## src/rtl/program_loader_if.sv

```systemverilog
// Byte-stream and program-memory write bus between a byte source/controller
// (master) and the program loader (slave).
interface program_loader_if #(parameter int DATA_WIDTH = 32);
  logic                  Start_i;
  logic [7:0]            Byte_i;
  logic                  Byte_Valid_i;
  logic                  Byte_Ready_o;
  logic                  Write_Enable_o;
  logic [DATA_WIDTH-1:0] Write_Address_o;
  logic [DATA_WIDTH-1:0] Write_Data_o;
  logic                  Busy_o;
  logic                  Done_o;
  logic                  Error_o;

  modport master (
    output Start_i, Byte_i, Byte_Valid_i,
    input  Byte_Ready_o, Write_Enable_o, Write_Address_o, Write_Data_o,
           Busy_o, Done_o, Error_o
  );

  modport slave (
    input  Start_i, Byte_i, Byte_Valid_i,
    output Byte_Ready_o, Write_Enable_o, Write_Address_o, Write_Data_o,
           Busy_o, Done_o, Error_o
  );
endinterface

```

## src/rtl/program_loader.sv

```systemverilog
// Assembles a length-prefixed little-endian byte stream into 32-bit words and
// writes them to program memory. PROGRAM_LOADER_CHECKSUM_EN adds a trailing XOR check byte.
module program_loader #(
  parameter int                    MEMORY_DEPTH = 32,
  parameter int                    DATA_WIDTH   = 32,
  parameter logic [DATA_WIDTH-1:0] BASE_ADDRESS = 32'h0040_0000
) (
  input logic             clk,
  input logic             reset,
  program_loader_if.slave bus
);

`ifdef PROGRAM_LOADER_CHECKSUM_EN
  typedef enum logic [2:0] {S_IDLE, S_LEN_LO, S_LEN_HI, S_DATA, S_WRITE, S_DONE, S_ERROR, S_CHECK} state_t;
`else
  typedef enum logic [2:0] {S_IDLE, S_LEN_LO, S_LEN_HI, S_DATA, S_WRITE, S_DONE, S_ERROR} state_t;
`endif

  localparam logic [16:0] DEPTH = 17'(MEMORY_DEPTH);

  state_t                state, nxt;
  logic [15:0]           len, idx;
  logic [1:0]            bcnt;
  logic [23:0]           asm_lo;
  logic [DATA_WIDTH-1:0] addr_q, data_q;
  logic                  xfer, start_ok, last_word;
  logic [15:0]           len_full;
`ifdef PROGRAM_LOADER_CHECKSUM_EN
  logic [7:0]            xsum;
`endif

  assign xfer      = bus.Byte_Valid_i && bus.Byte_Ready_o;
  assign start_ok  = bus.Start_i && (state inside {S_IDLE, S_DONE, S_ERROR});
  assign len_full  = {bus.Byte_i, len[7:0]};
  assign last_word = (idx + 16'd1 == len);

`ifdef PROGRAM_LOADER_CHECKSUM_EN
  assign bus.Byte_Ready_o = state inside {S_LEN_LO, S_LEN_HI, S_DATA, S_CHECK};
  assign bus.Busy_o       = state inside {S_LEN_LO, S_LEN_HI, S_DATA, S_WRITE, S_CHECK};
`else
  assign bus.Byte_Ready_o = state inside {S_LEN_LO, S_LEN_HI, S_DATA};
  assign bus.Busy_o       = state inside {S_LEN_LO, S_LEN_HI, S_DATA, S_WRITE};
`endif
  assign bus.Write_Enable_o  = (state == S_WRITE);
  assign bus.Done_o          = (state == S_DONE);
  assign bus.Error_o         = (state == S_ERROR);
  assign bus.Write_Address_o = addr_q;
  assign bus.Write_Data_o    = data_q;

  always_ff @(posedge clk or negedge reset) begin
    if (!reset) state <= S_IDLE;
    else        state <= nxt;
  end

  always_comb begin
    nxt = state;
    case (state)
      S_IDLE, S_DONE, S_ERROR: if (start_ok) nxt = S_LEN_LO;
      S_LEN_LO: if (xfer) nxt = S_LEN_HI;
      S_LEN_HI: if (xfer)
        nxt = (len_full == 16'd0 || {1'b0, len_full} > DEPTH) ? S_ERROR : S_DATA;
      S_DATA:   if (xfer && bcnt == 2'd3) nxt = S_WRITE;
`ifdef PROGRAM_LOADER_CHECKSUM_EN
      S_WRITE:  nxt = last_word ? S_CHECK : S_DATA;
      S_CHECK:  if (xfer) nxt = (bus.Byte_i == xsum) ? S_DONE : S_ERROR;
`else
      S_WRITE:  nxt = last_word ? S_DONE : S_DATA;
`endif
      default:  nxt = S_IDLE;
    endcase
  end

  // Address/data are captured with the 4th byte so they are stable throughout WRITE.
  always_ff @(posedge clk or negedge reset) begin
    if (!reset) begin
      len    <= '0;
      idx    <= '0;
      bcnt   <= '0;
      asm_lo <= '0;
      addr_q <= '0;
      data_q <= '0;
`ifdef PROGRAM_LOADER_CHECKSUM_EN
      xsum   <= '0;
`endif
    end else begin
`ifdef PROGRAM_LOADER_CHECKSUM_EN
      if (start_ok) xsum <= '0;
      if (state == S_DATA && xfer) xsum <= xsum ^ bus.Byte_i;
`endif
      if (xfer) begin
        case (state)
          S_LEN_LO: len[7:0] <= bus.Byte_i;
          S_LEN_HI: begin
            len[15:8] <= bus.Byte_i;
            idx       <= '0;
            bcnt      <= '0;
          end
          S_DATA: begin
            bcnt <= bcnt + 2'd1;
            case (bcnt)
              2'd0: asm_lo[7:0]   <= bus.Byte_i;
              2'd1: asm_lo[15:8]  <= bus.Byte_i;
              2'd2: asm_lo[23:16] <= bus.Byte_i;
              default: begin
                addr_q <= BASE_ADDRESS + DATA_WIDTH'({idx, 2'b00});
                data_q <= DATA_WIDTH'({bus.Byte_i, asm_lo});
              end
            endcase
          end
          default: ;
        endcase
      end
      if (state == S_WRITE) idx <= idx + 16'd1;
    end
  end

endmodule

```

## src/flat_wrapper.sv

```systemverilog
// flat-port wrapper written by rule: the top's interface ports become plain ports
module program_loader_flat 
#(
  parameter int                    MEMORY_DEPTH = 32,
  parameter int                    DATA_WIDTH   = 32,
  parameter logic [DATA_WIDTH-1:0] BASE_ADDRESS = 32'h0040_0000
)
  (clk, reset, bus_Start_i, bus_Byte_i, bus_Byte_Valid_i, bus_Byte_Ready_o, bus_Write_Enable_o, bus_Write_Address_o, bus_Write_Data_o, bus_Busy_o, bus_Done_o, bus_Error_o);
  program_loader_if #(.DATA_WIDTH(DATA_WIDTH)) bus_i ();
  input logic clk;
  input logic reset;
  input wire logic [$bits(bus_i.Start_i)-1:0] bus_Start_i;
  input wire logic [$bits(bus_i.Byte_i)-1:0] bus_Byte_i;
  input wire logic [$bits(bus_i.Byte_Valid_i)-1:0] bus_Byte_Valid_i;
  output wire logic [$bits(bus_i.Byte_Ready_o)-1:0] bus_Byte_Ready_o;
  output wire logic [$bits(bus_i.Write_Enable_o)-1:0] bus_Write_Enable_o;
  output wire logic [$bits(bus_i.Write_Address_o)-1:0] bus_Write_Address_o;
  output wire logic [$bits(bus_i.Write_Data_o)-1:0] bus_Write_Data_o;
  output wire logic [$bits(bus_i.Busy_o)-1:0] bus_Busy_o;
  output wire logic [$bits(bus_i.Done_o)-1:0] bus_Done_o;
  output wire logic [$bits(bus_i.Error_o)-1:0] bus_Error_o;
  assign bus_i.Start_i = bus_Start_i;
  assign bus_i.Byte_i = bus_Byte_i;
  assign bus_i.Byte_Valid_i = bus_Byte_Valid_i;
  assign bus_Byte_Ready_o = bus_i.Byte_Ready_o;
  assign bus_Write_Enable_o = bus_i.Write_Enable_o;
  assign bus_Write_Address_o = bus_i.Write_Address_o;
  assign bus_Write_Data_o = bus_i.Write_Data_o;
  assign bus_Busy_o = bus_i.Busy_o;
  assign bus_Done_o = bus_i.Done_o;
  assign bus_Error_o = bus_i.Error_o;
  program_loader #(.MEMORY_DEPTH(MEMORY_DEPTH), .DATA_WIDTH(DATA_WIDTH), .BASE_ADDRESS(BASE_ADDRESS)) u_core (.clk(clk), .reset(reset), .bus(bus_i));
endmodule
```

## config.mk

```make
export PLATFORM = sky130hd
export DESIGN_NAME = program_loader_flat
export DESIGN_NICKNAME = d
export VERILOG_FILES = /design/src/rtl/program_loader_if.sv /design/src/rtl/program_loader.sv /design/src/flat_wrapper.sv
export SDC_FILE = /design/constraint.sdc
export NUM_CORES = 1
export LEC_CHECK = 0
export CAP_MARGIN = 10
export CORE_UTILIZATION = 41
export DETAILED_ROUTE_END_ITERATION = 7
export HOLD_SLACK_MARGIN = 0.05
export PLACE_DENSITY_LB_ADDON = 0.3
export RECOVER_POWER = 50
export SLEW_MARGIN = 15
export SYNTH_ARGS = -nofsm -noshare
export SYNTH_HDL_FRONTEND = slang
export SYNTH_SLANG_ARGS = --single-unit
```

## constraint.sdc

```tcl
create_clock -name clk -period 2 [get_ports clk]
set_input_delay 0.6 -clock clk [delete_from_list [all_inputs] [get_ports clk]]
set_output_delay 0.6 -clock clk [all_outputs]
set_load 0.02 [all_outputs]
```

==> out/qor.yml, run 1 <==
grt:
  grt_max_degree: 54
  track_usage_pct: 19.7
  grt_pass1_wl_mm: 19.9
  grt_pass1_vias: 3817
  overflow: 0
  antenna_found_initial: 0
sta:
  fmax_mhz: 502
  tightest_slew_ps: 1120
  fin_hold_ws_ps: 195
  period_share_pct: 99.6
  rsz0062_at_grt: "yes"
  clock_skew_ps: 7.22
  hold_viol: 0
  min_period_ps: 1990
  slew_headroom_pct: 25.3
  setup_viol: 0
  drv_slew: 0
drt:
  drt-total-wl_mm: 11.9
  post-route-drc-count: 0
  antenna_left: 0
  drt-initial-drc-count: 191
  dr.pass1.iters: 4
  wl_per_cell_um: 16.4
  vias: 3778
  via_per_inst: 5.20
final_layout:
  syn_to_final_growth_pct: 27.8
  fin_util_pct: 53.5
  drive_above_1_share_pct: 35.0
  nNetsFinal: 567
  finish.instance_area_um2: 6730
  diodes: 0
  finalNonFillerCells: 727
yosys:
  syn_area_per_cell_um2: 12.1
  post-synth-top-count-cell: "dfrtp_1"
  synth_top_area_share_pct: 52.3
  synth-seq-area-share_pct: 52.3
  yosys-top-cells-count: "dfrtp_1 (110), mux2_2 (85), nand2_1 (32), o21ai_0 (27), xnor2_1 (18)"
  synthDistinctLibCells: 57
  yosysTopAreaCell: "dfrtp_1"
  synth_edf_count: 0
  yosys_warnings: 0
  synth_area_leaders: "dfrtp_1 (52%), mux2_2 (18%), xnor2_1 (3.0%)"
  synth_area_um2: 5270
  syn_inst: 437
  synth_flop_cell: "dfrtp_1"
  async_flop_share_pct: 100
  synth_seq_cells: 110
clocking:
  clockRootBuffer: "clkbuf_16"
  clkSinkCount: 110
  insertion_delay_ps: 350
  cts_buffers: 9
  htreeDepth: 3
  cts_tree: "built"
  cts.clk_slew.worst_paths_ps: 70
  clk_path_buf_depth: 2
die:
  start_util_pct: 41.9
  die_y_um: 115
  core_area_um2: 12600
  chipWidth_um: 115
  dieArea_um2: 13300
  io_pins: 81
  row_count: 41
job:
  maxCapViolCount: 0
place:
  port_buffers: 65
  hpwlAfterDp_mm: 8.82
  place_inst: 711
  gp_congestion: 0.880
  post_dp_cell_area_um2: 6440
setup_path:
  worst_path_largest_cell_delay_ps: 550
  cp.arrival_ps: 2220
  startpoint_type: "flip-flop"
  worst-path-buf-inv: 0
  path_cells: "nand3_4 > or2_4 > or4_4 > a211oi_4 > o2111ai_2 > a2bb2oi_1"
  worstPathRequired_ps: 2230
  reg2reg_from: "u_core.idx[6]$_DFFE_PN0P_"
  crit_start: "u_core.idx[6]$_DFFE_PN0P_"
  end_kind: "flip-flop"
  crit_family: "simple AND/OR/NAND/NOR gates"
  cp_slowest_cell: "or4_4"
  crit_fanout: 4
  critPathKind: "reg2reg"
pwr:
  power_density_nw_per_um2: 1300
  power_frac_clock_pct: 20.1
  p_switching_w: 0.00309
  p_seq_share_pct: 40.4
  combPwrFrac_pct: 39.5
  p_sw_share_pct: 35.3
  intPower_w: 0.00567
  p_leak_nw: 3.00
  vdd_drop_max_mv: 0.825
hold_path:
  hold_path_class: "in2async"
status:
  status: "completed"
what timing repair did:
item	4_1_cts	5_1_grt
pin swaps	3	3
endpoints found under the setup margin	7	9
buffers inserted	0	0
resized for setup	23	18
hold endpoints to repair	0	0
hold buffers	0	0
worst paths after layout:
kind	end	slack, ps	cells past startpoint
worst max register to register	u_core.state[1]$_DFFE_PN0P_	9	6
max in group asynchronous	u_core.asm_lo[18]$_DFFE_PN0P_	310	2
worst min register to register	u_core.bus.Write_Address_o[22]$_DFFE_PN0P_	470	1
min in group clk	u_core.bus.Write_Address_o[22]$_DFFE_PN0P_	470	1
worst max-delay path	u_core.state[1]$_DFFE_PN0P_	9	6
worst min-delay path	u_core.bus.Write_Address_o[4]$_DFFE_PN0P_	200	1
per-stage QoR:
step / power [W] / setup TNS (ps) / setup WS, ps
finish: 0.00876 / 0 / 8.59
global route: 0.00930 / -406 / -57.1
CTS: 0.00884 / -143 / -61.2
detailed placement: 0.00704 / -16100 / -289
global placement: 0.00693 / -14360 / -212
floorplan: 0.00554 / 0 / 32.3
registers in the layout, indices dropped and copies added, names as in the netlist:
register and count:
u_core.idx 16, u_core.state 3, u_core.bcnt 2, u_core.asm_lo 24
u_core.bus.Write_Data_o 32, u_core.bus.Write_Address_o 17, u_core.len 16
power groups by stage:
stage          sequential, W  clock (W)  combinational (W)
4_1_cts              0.00353    0.00182            0.00349
5_1_grt              0.00364    0.00191            0.00376
6_report             0.00354    0.00176            0.00346
3_3_place_gp         0.00352          0            0.00341
3_5_place_dp         0.00355          0            0.00349
2_1_floorplan        0.00373          0            0.00182
metal layers:
layer	wire [um]	part of all wire (%)	vias to the layer above	track usage, %
met4	237	2.0	0	6.67
li1	-	-	1763	-
met3	648	5.4	14	5.38
met1	5350	45	1890	26.3
met2	5700	48	111	31.1
met5	0	0	-	0
cell families after synthesis:
logic type	synth area share (%)
flip-flops	52.3
AND/OR/NAND/NOR	11.1
multiplexers	18.4
AO/OA/AOI/OAI	7.75
buffers and inverters	5.63
XOR/XNOR	3.66
adder cells (fa/ha/maj)	1.19
other	0.0712
placed cells by master, fill, tap and decap left out, drive strengths merged, types with 3 or more instances in the layout:
cell type,netlist,layout
a21oi,5,5
a2bb2oi,3,3
a31oi,3,3
and4,4,4
buf,28,59
clkbuf,10,18
clkdlybuf4s50,0,56
clkinv,1,4
conb,1,15
dfrtp,110,110
ha,5,5
inv,8,12
mux2,85,85
nand2,32,32
nand2b,5,5
nand3,9,9
nand4,7,7
nor2,16,16
nor2b,3,3
nor3,9,9
nor4,7,7
o21ai,27,27
o31ai,4,4
o41ai,5,5
xnor2,18,18
xor2,4,4
worst reg2reg max path, delay by kind of cell, from the launching register on:
kind             cells  cell delay (ps)
flip-flops           1              400
AO/OA/AOI/OAI        3              560
AND/OR/NAND/NOR      3              900
layout make-up:
class                           instances  area (um^2)
Tap cell                              172          215
Timing Repair Buffer                  126         1080
Inverter                                9         33.8
Clock inverter                          7         75.1
Sequential cell                       110         2760
Fill cell                            1116         5840
Multi-Input combinational cell        294         2340
Clock buffer                            9          225
Note: power is estimated with default switching activity, not from simulation.
==> run 2, diff against run 1 <==
CTS_CLUSTER_SIZE = 40   (was unset)
HOLD_SLACK_MARGIN = unset   (was 0.05)
==> results of run 2 <==
Same layout as run 1: the final DEF is identical, and so are final timing and power.
